<file path="src/rtl/shift_result_stage_pkg.sv">
// Shared types for the shift result stage: skid state encoding, flag bit
// positions and the per-entry record captured when a result is accepted.
// No logic lives here; latency and backpressure are defined by the users.
package shift_result_stage_pkg;

  localparam int DATA_W = 24;
  localparam int TAG_W  = 4;

  // Bit positions inside the {N,Z,C} flags vector
  localparam int FLAG_N = 2;
  localparam int FLAG_Z = 1;
  localparam int FLAG_C = 0;

  typedef enum logic [1:0] {
    ST_EMPTY = 2'd0,
    ST_ONE   = 2'd1,
    ST_FULL  = 2'd2
  } skidState_t;

  // Everything writeback and the flag logic need, frozen at accept time
  typedef struct packed {
    logic [DATA_W-1:0] result;
    logic [TAG_W-1:0]  rd;
    logic              setflags;
    logic              n;
    logic              z;
    logic              c;
    logic              cKeep;
  } entry_t;

endpackage

</file>
<file path="src/rtl/shift_carry_calc.sv">
// Shifter carry-out derived from the pre-shift operand, amount and direction.
// Purely combinational, zero latency.
// No handshake; the result is consumed in the same cycle it is presented.
module shift_carry_calc
  import shift_result_stage_pkg::*;
#(
  parameter int WIDTH = DATA_W
) (
  input  logic [WIDTH-1:0] operand,
  input  logic [4:0]       amt,
  input  logic             dir,
  output logic             carry,
  output logic             carryKeep
);

  logic [4:0] bitIdx;

  // Last bit shifted out: left takes operand[W-amt], arithmetic right takes
  // operand[amt-1]; beyond the width, left yields 0 and right yields the sign.
  always_comb begin
    carry     = 1'b0;
    carryKeep = 1'b0;
    bitIdx    = '0;
    if (amt == 5'd0) begin
      carryKeep = 1'b1;
    end else if (int'(amt) > WIDTH) begin
      carry = dir ? operand[WIDTH-1] : 1'b0;
    end else begin
      bitIdx = dir ? (amt - 5'd1) : (5'(WIDTH) - amt);
      carry  = operand[bitIdx];
    end
  end

endmodule

</file>
<file path="src/rtl/shift_result_stage.sv">
// Registers barrel-shifter results with their tag and commits N/Z/C flags.
// Latency: 1 cycle in-to-out; full throughput via a 2-entry skid buffer.
// Backpressure: in_ready is registered and drops only when both entries are held.
module shift_result_stage
  import shift_result_stage_pkg::*;
#(
  parameter int WIDTH = DATA_W,
  parameter int RD_W  = TAG_W
) (
  input  logic             clk,
  input  logic             rst_n,
  input  logic             flush,
  input  logic             in_valid,
  output logic             in_ready,
  input  logic [WIDTH-1:0] in_result,
  input  logic [WIDTH-1:0] in_operand,
  input  logic [4:0]       in_amt,
  input  logic             in_dir,
  input  logic [RD_W-1:0]  in_rd,
  input  logic             in_setflags,
  output logic             out_valid,
  input  logic             out_ready,
  output logic [WIDTH-1:0] out_result,
  output logic [RD_W-1:0]  out_rd,
  output logic [2:0]       flags
);

  skidState_t state, stateNext;
  entry_t     head, skid, newEntry;
  logic       inReadyQ;
  logic [2:0] flagsQ;
  logic       accept, commit;
  logic       loadHeadNew, loadSkidNew, moveSkid;
  logic       newCarry, newCarryKeep;

  shift_carry_calc #(.WIDTH(WIDTH)) u_carry (
    .operand   (in_operand),
    .amt       (in_amt),
    .dir       (in_dir),
    .carry     (newCarry),
    .carryKeep (newCarryKeep)
  );

  assign accept = in_valid && inReadyQ;
  assign commit = (state != ST_EMPTY) && out_ready;

  // Build the entry record for the incoming result
  always_comb begin
    newEntry          = '0;
    newEntry.result   = in_result;
    newEntry.rd       = in_rd;
    newEntry.setflags = in_setflags;
    newEntry.n        = in_result[WIDTH-1];
    newEntry.z        = (in_result == '0);
    newEntry.c        = newCarry;
    newEntry.cKeep    = newCarryKeep;
  end

  // Skid occupancy next-state and entry-move controls; flush overrides all moves
  always_comb begin
    stateNext   = state;
    loadHeadNew = 1'b0;
    loadSkidNew = 1'b0;
    moveSkid    = 1'b0;
    case (state)
      ST_EMPTY: begin
        if (accept) begin
          stateNext   = ST_ONE;
          loadHeadNew = 1'b1;
        end
      end
      ST_ONE: begin
        if (accept && commit) begin
          loadHeadNew = 1'b1;
        end else if (accept) begin
          stateNext   = ST_FULL;
          loadSkidNew = 1'b1;
        end else if (commit) begin
          stateNext = ST_EMPTY;
        end
      end
      ST_FULL: begin
        if (commit) begin
          stateNext = ST_ONE;
          moveSkid  = 1'b1;
        end
      end
      default: stateNext = ST_EMPTY;
    endcase
    if (flush) begin
      stateNext   = ST_EMPTY;
      loadHeadNew = 1'b0;
      loadSkidNew = 1'b0;
      moveSkid    = 1'b0;
    end
  end

  // State register; ready is precomputed from next state so it never sees out_ready combinationally
  always_ff @(posedge clk or negedge rst_n) begin
    if (!rst_n) begin
      state    <= ST_EMPTY;
      inReadyQ <= 1'b1;
    end else begin
      state    <= stateNext;
      inReadyQ <= (stateNext != ST_FULL);
    end
  end

  // Entry storage; head keeps its last contents when the stage drains
  always_ff @(posedge clk or negedge rst_n) begin
    if (!rst_n) begin
      head <= '0;
      skid <= '0;
    end else begin
      if (loadHeadNew) begin
        head <= newEntry;
      end else if (moveSkid) begin
        head <= skid;
      end
      if (loadSkidNew) begin
        skid <= newEntry;
      end
    end
  end

  // Architectural flags update on commit; a flushed commit still counts
  always_ff @(posedge clk or negedge rst_n) begin
    if (!rst_n) begin
      flagsQ <= 3'b000;
    end else if (commit && head.setflags) begin
      flagsQ[FLAG_N] <= head.n;
      flagsQ[FLAG_Z] <= head.z;
      flagsQ[FLAG_C] <= head.cKeep ? flagsQ[FLAG_C] : head.c;
    end
  end

  assign in_ready   = inReadyQ;
  assign out_valid  = (state != ST_EMPTY);
  assign out_result = head.result;
  assign out_rd     = head.rd;
  assign flags      = flagsQ;

endmodule

</file>
<file path="config.mk">
export PLATFORM = sky130hd
export DESIGN_NAME = shift_result_stage
export DESIGN_NICKNAME = d
export VERILOG_FILES = /design/src/rtl/shift_result_stage_pkg.sv /design/src/rtl/shift_carry_calc.sv /design/src/rtl/shift_result_stage.sv
export SDC_FILE = /design/constraint.sdc
export NUM_CORES = 1
export LEC_CHECK = 0
export ABC_AREA = 1
export BUFFER_PORTS_ARGS = -buffer_cell sky130_fd_sc_hd__buf_2
export CORE_ASPECT_RATIO = 2
export CORE_MARGIN = 5
export CORE_UTILIZATION = 58
export CTS_CLUSTER_DIAMETER = 80
export DETAILED_ROUTE_END_ITERATION = 10
export PLACE_DENSITY = 0.84
export SYNTH_ARGS = -nofsm -noshare
export SYNTH_HDL_FRONTEND = slang
export SYNTH_SLANG_ARGS = --single-unit
</file>
<file path="constraint.sdc">
create_clock -name clk -period 3.55 [get_ports clk]
set_clock_uncertainty 0.2 [all_clocks]
set_input_delay 0.1775 -clock clk [delete_from_list [all_inputs] [get_ports clk]]
set_output_delay 0.1775 -clock clk [all_outputs]
set_load 0.02 [all_outputs]
</file>
==> results of run 1 <==
==> kinds of logic (layout without fill, tap and decap cells) <==
family                   after synthesis  after routing  share of synthesized area (%)
AND/OR/NAND/NOR                      212            212                           24.9
adder cells (fa/ha/maj)                2              2                          0.638
flip-flops                            70             70                           44.7
buffers and inverters                117            215                           14.9
AO/OA/AOI/OAI                         68             68                           13.2
XOR/XNOR                               3              3                           1.05
multiplexers                           2              2                          0.574
==> synth_stat cells <==
cell / instances
a21o_1: 1
a21oi_1: 4
a31oi_1: 1
buf_2: 4
buf_4: 29
buf_6: 4
clkbuf_1: 12
dfrtp_1: 69
dfstp_2: 1
ha_1: 2
inv_1: 61
inv_2: 6
inv_4: 1
mux2_2: 2
nand2_1: 91
nand2_2: 3
nand2_4: 1
nand3_1: 90
nand3b_1: 1
nand4_1: 5
nor2_1: 14
nor2_2: 2
nor2_4: 1
nor3_1: 1
nor4_1: 2
nor4_4: 1
o211ai_1: 11
o211ai_2: 19
o21ai_0: 3
o21ai_1: 28
o221ai_1: 1
xnor2_2: 1
xor2_1: 1
xor2_2: 1
==> final cells by class <==
type / instances / area, µm²
Clock inverter: 3 / 65.1
Sequential cell: 70 / 1750
Clock buffer: 13 / 270
Tap cell: 88 / 110
Fill cell: 497 / 1760
Timing Repair Buffer: 131 / 818
Multi-Input combinational cell: 287 / 1590
Inverter: 68 / 258
==> how the worst max path moves through the flow <==
stage	cells after the start	end	from	slack, ns
4_1_cts	6	head[2]	in_ready	1.12
3_3_place_gp	5	out_result[23]	in_ready	1.29
2_1_floorplan	7	head[1]	in_ready	1.70
5_1_grt	6	head[2]	in_ready	0.93
6_report	5	out_result[23]	in_ready	1.14
3_5_place_dp	5	out_result[23]	in_ready	1.12
==> metrics by stage <==
step	power (mW)	worst slack [ns]
6_report	2.68	1.14
5_1_grt	2.79	0.935
3_3_place_gp	1.63	1.29
2_1_floorplan	1.53	1.70
3_5_place_dp	1.66	1.12
4_1_cts	2.68	1.12
==> routing by layer <==
layer / global-route usage, % / wire length [µm]
met2: 43.1 / 5430
met3: 4.28 / 552
met1: 26.1 / 3480
met5: 0 / 0
met4: 16.3 / 528
==> sequential cells by signal, indices dropped and copies added (netlist names) <==
| name | count |
|---|---|
| flags | 3 |
| head | 4 |
| in_ready | 1 |
| out_rd | 4 |
| out_result | 24 |
| skid | 32 |
| state | 2 |
==> critical path, stage by stage, from the launching register on <==
cell,delay (ns)
dfstp_2,0.52
nand2_1,0.11
nor4_4,0.47
inv_2,0.55
nand2_1,0.27
o221ai_1,0.12
==> power by group <==
group          total (mW)  internal (mW)  leakage (nW)  switching [mW]
Combinational       0.604          0.240          1.54           0.364
Sequential           1.07          0.972         0.876           0.103
Clock               0.997          0.672         0.166           0.325
Total                2.68           1.88          2.58           0.792
==> repair_timing <==
| action | 4_1_cts | 5_1_grt |
|---|---|---|
| gates resized for setup | 0 | 0 |
| hold buffers | 30 | 0 |
| endpoints found under the hold margin | 84 | 0 |
==> metrics, run 1 <==
Setup Fix Bufs, Post-CTS=0; GR Util All Layers=24.9%; commonest non-fill, non-tap cells in the layout=buf_2 (96), nand2_1 (90), nand3_1 (90); critical path peak fanout=58; vias in the first global route=3749; Reg2Reg Setup Slack=1.14 ns; HP Start=in_operand[23]; Fin. Hold Viols=0; post-DP HPWL=6840 µm; via count=3622; Max Cap Viol=0; share of cells above drive strength 1=27.3%; Layout Area Growth over Synthesis=23.9%; fmax=416 MHz; clock tree sinks=70; outcome=complete, no violations; Setup-failing EPs final=0; CTS tree=done; Placed Cells=614; Reg-to-Reg Start=in_ready; CTS Buffer Depth=2; Max H-tree Level=3; chip width=68.1 µm; height of the die=126 µm; Synth Instances=474; Setup TNS=0 ns; Clock Tree Root=clkbuf_16; WS Path Type=register to register; layout net count=633; Crit. End Element=register; Mean Syn Cell Area=8.27 µm²; Final Max Tran Viols=0; worst min-delay path endpoint=skid[1]; Synth top area share=44.0%; Hold Crit Depth=4; Worst setup SP type=register; worst-margin pin slew=1.12 ns; WL/cell=15.1 µm; Initial Utilization=59.2%; largest net degree at the start of global routing=59; Final Critical Period=2.41 ns; TritonRoute pass-1 iters=5; buffers added on ports=96; drt drc=0; DR iter-0 viols=366; WP data arrival=2.37 ns; TritonCTS Buffers=9; post-synth design cell area=0.00392 mm²; most common cell after layout, fill and taps aside=buf_2; Synth area leader=dfrtp_1; Pwr Density=551 mW/mm²; Total Wirelength=9980 µm; Peak VDD IR=0.000292 V; core area=0.00662 mm²; via density per instance=5.49; Final Util=73.4%; global route total overflow=0; Hold WC Path Type=input port to register; Reg clk slew, reported paths=0.05 ns; # diodes=0; final cell count without fillers=660; Worst Path Required=3.52 ns; Synth Net Count=540; # rows=42; global placement routability congestion=0.845; Post-DRT Antenna Nets=0; initial antenna violation count=0; post-synthesis sequential area ratio=44.7%; relative slew slack=25.4%; FF-to-FF path depth=5; Fin Hold WS=0.0322 ns; Placement Cell Area=0.00422 mm²; clk_lat worst skew=0.33 ns; warnings from Yosys=0; Ports=97; post-synth cell types=34; period utilization=67.7%; synthesized flop and latch total=70; ranking of synthesized cells by area=dfrtp_1 (44%), nand3_1 (11%), nand2_1 (8.7%), o211ai_2 (6.1%), inv_1 (5.8%); first-pass GRT wire length=16400 µm; Leak=2.58 nW; RSZ-0062 raised after global routing=no; die footprint=0.00860 mm²; finished layout cell area=0.00486 mm²; reg2reg end=out_result[23]
(Power assumes the default switching activity.)
==> run 2: changes to the inputs <==
Settings changed: CORE_UTILIZATION 58 to 48, PLACE_DENSITY 0.84 to 0.74.
Clock period 3.55 ns to 2 ns, I/O delays scaled along.
==> metrics, run 2 (synthesized netlist as in run 1, its figures left out) <==
# rows=46 (+9.5%); height of the die=138 µm (+9.1%); FILL cells=689 (+39%); Setup TNS=0 ns (unchanged); cell mode on critical path=nand2_1; busiest layer in global routing=met2; fmax=541 MHz (+30%); Max H-tree Level=3 (unchanged); CTS tree=done; Reg clk slew, reported paths=0.05 ns (about the same); Final Max Tran Viols=0 (unchanged); Worst Path Required=2.06 ns (-1.46 ns); critical path peak fanout=50 (-14%); slowest CP cell=dfstp_2; Peak VDD IR=0.000468 V (+60%); slowest stage delay, CP=0.53 ns (-0.02 ns); Initial Utilization=49.4% (-9.9 points); WP data arrival=1.91 ns (-0.46 ns); Leak=2.62 nW (+1.2%); global route total overflow=0 (unchanged); worst-margin pin slew=0.460 ns (-0.658 ns); drt drc=0 (unchanged); GR Util met1=22.1% (-4.0 points); Biggest register=skid; chip width=73.9 µm (+8.5%); initial antenna violation count=0 (unchanged); RSZ-0062 raised after global routing=no; GR Util All Layers=20.8% (-4.0 points); WS Path Type=register to register; Crit. End Element=register; register area=0.00175 mm² (unchanged); GR Util met3=4.31% (+0.032 points); Clock Tree Root=clkbuf_16; layout net count=641 (+1.3%); buffers added on ports=96 (unchanged); relative slew slack=69.1% (+44 points); post-DP HPWL=6920 µm (+1.1%); most common cell after layout, fill and taps aside=buf_2; final cell count without fillers=675 (+2.3%); Setup Fix Bufs, Post-CTS=0 (unchanged); WL/cell=14.8 µm (-1.9%); number of flip-flops in the largest register=32 (unchanged); clock tree sinks=70 (unchanged); finished layout cell area=0.00494 mm² (+1.7%); Setup-failing EPs final=0 (unchanged); via density per instance=5.27 (-3.9%); CTS Buffer Depth=2 (unchanged); clk_lat worst skew=0.32 ns (about the same); cts repair resizes=0 (unchanged); Max Cap Viol=0 (unchanged); core area=0.00794 mm² (+20%); share of cells above drive strength 1=26.8% (-0.50 points); via count=3558 (-1.8%); die footprint=0.0102 mm² (+18%); Post-DRT Antenna Nets=0 (unchanged); vias in the first global route=3718 (-0.83%); Ports=97 (unchanged); period utilization=92.5% (+25 points); global placement routability congestion=0.892 (+5.5%); critical path cell sequence=nand2_1 -> nor4_4 -> inv_2 -> buf_12 -> nor2_1 -> nand3_1 -> nand2_1; Placement Cell Area=0.00431 mm² (+2.0%); CTS Hold Bufs=35 (+17%); TritonCTS Buffers=9 (unchanged); met2 Resource Use GR=37.5% (-5.5 points); Worst setup SP type=register; largest net degree at the start of global routing=55 (-6.8%); first-pass GRT wire length=16400 µm (-0.16%); # diodes=0 (unchanged); area taken by multi-input logic gates=0.00159 mm² (unchanged); Layout Area Growth over Synthesis=26.0%; TritonRoute pass-1 iters=5 (unchanged); Hold WC Path Type=input port to async pin; commonest non-fill, non-tap cells in the layout=buf_2 (96), nand2_1 (90), nand3_1 (90); outcome=complete, no violations; Fin. Hold Viols=0 (unchanged); Pwr Density=915 mW/mm² (+66%); Total Wirelength=10000 µm (+0.36%); Placed Cells=625 (+1.8%); DR iter-0 viols=262 (-28%); Final Critical Period=1.85 ns (-0.555 ns)
==> run 2: stage by stage <==
step                setup WS [ns]  utilization (%)  total power [mW]  hold slack (ns)
finish                      0.150             62.2              4.52           0.0416
detailed placement          0.116             54.2              2.95           -0.141
global placement            0.183             54.2              2.90           -0.154
global route               0.0814             62.2              4.77           0.0808
CTS                         0.174             62.2              4.56           0.0458
floorplan                   0.149                -              2.71           -0.396
==> run 2: final timing paths <==
| path | to | from | slack, ns | depth (start not counted) |
|---|---|---|---|---|
| max | head[1] | in_ready | 0.15 | 7 |
| min | out_rd[2] | rst_n | 0.04 | 2 |
| max reg2reg | head[1] | in_ready | 0.15 | 7 |
| min reg2reg | skid[1] | skid[1] | 0.28 | 2 |
| max in group asynchronous | out_result[7] | rst_n | 0.94 | 3 |
| min in group clk | skid[0] | in_amt[3] | 0.06 | 4 |
==> run 2: metal layers <==
metal	wire [µm]	share of wire [%]
met5	0	0
met4	329	3.3
met3	564	5.6
met2	5420	54
met1	3710	37
==> run 2: area by class of cell <==
cell class | count | share of cell area, %
multi-input combinational | 287 | 32.1
timing repair buffer | 139 | 19.0
tap | 96 | 2.43
inverter | 68 | 5.22
clock inverter | 1 | 0.608
sequential | 70 | 35.5
clock buffer | 14 | 5.14
==> run 2: worst max-delay path: cells and delay by family (launching register included) <==
| kind | cells | cell delay, ns |
|---|---|---|
| simple gates | 5 | 0.65 |
| flops | 1 | 0.53 |
| buf+inv | 2 | 0.37 |
==> run 2: power by group <==
part           leakage [nW]  switching (mW)  internal, mW
logic                  1.60           0.647         0.442
clock network         0.137           0.540         0.994
registers             0.876           0.173          1.73
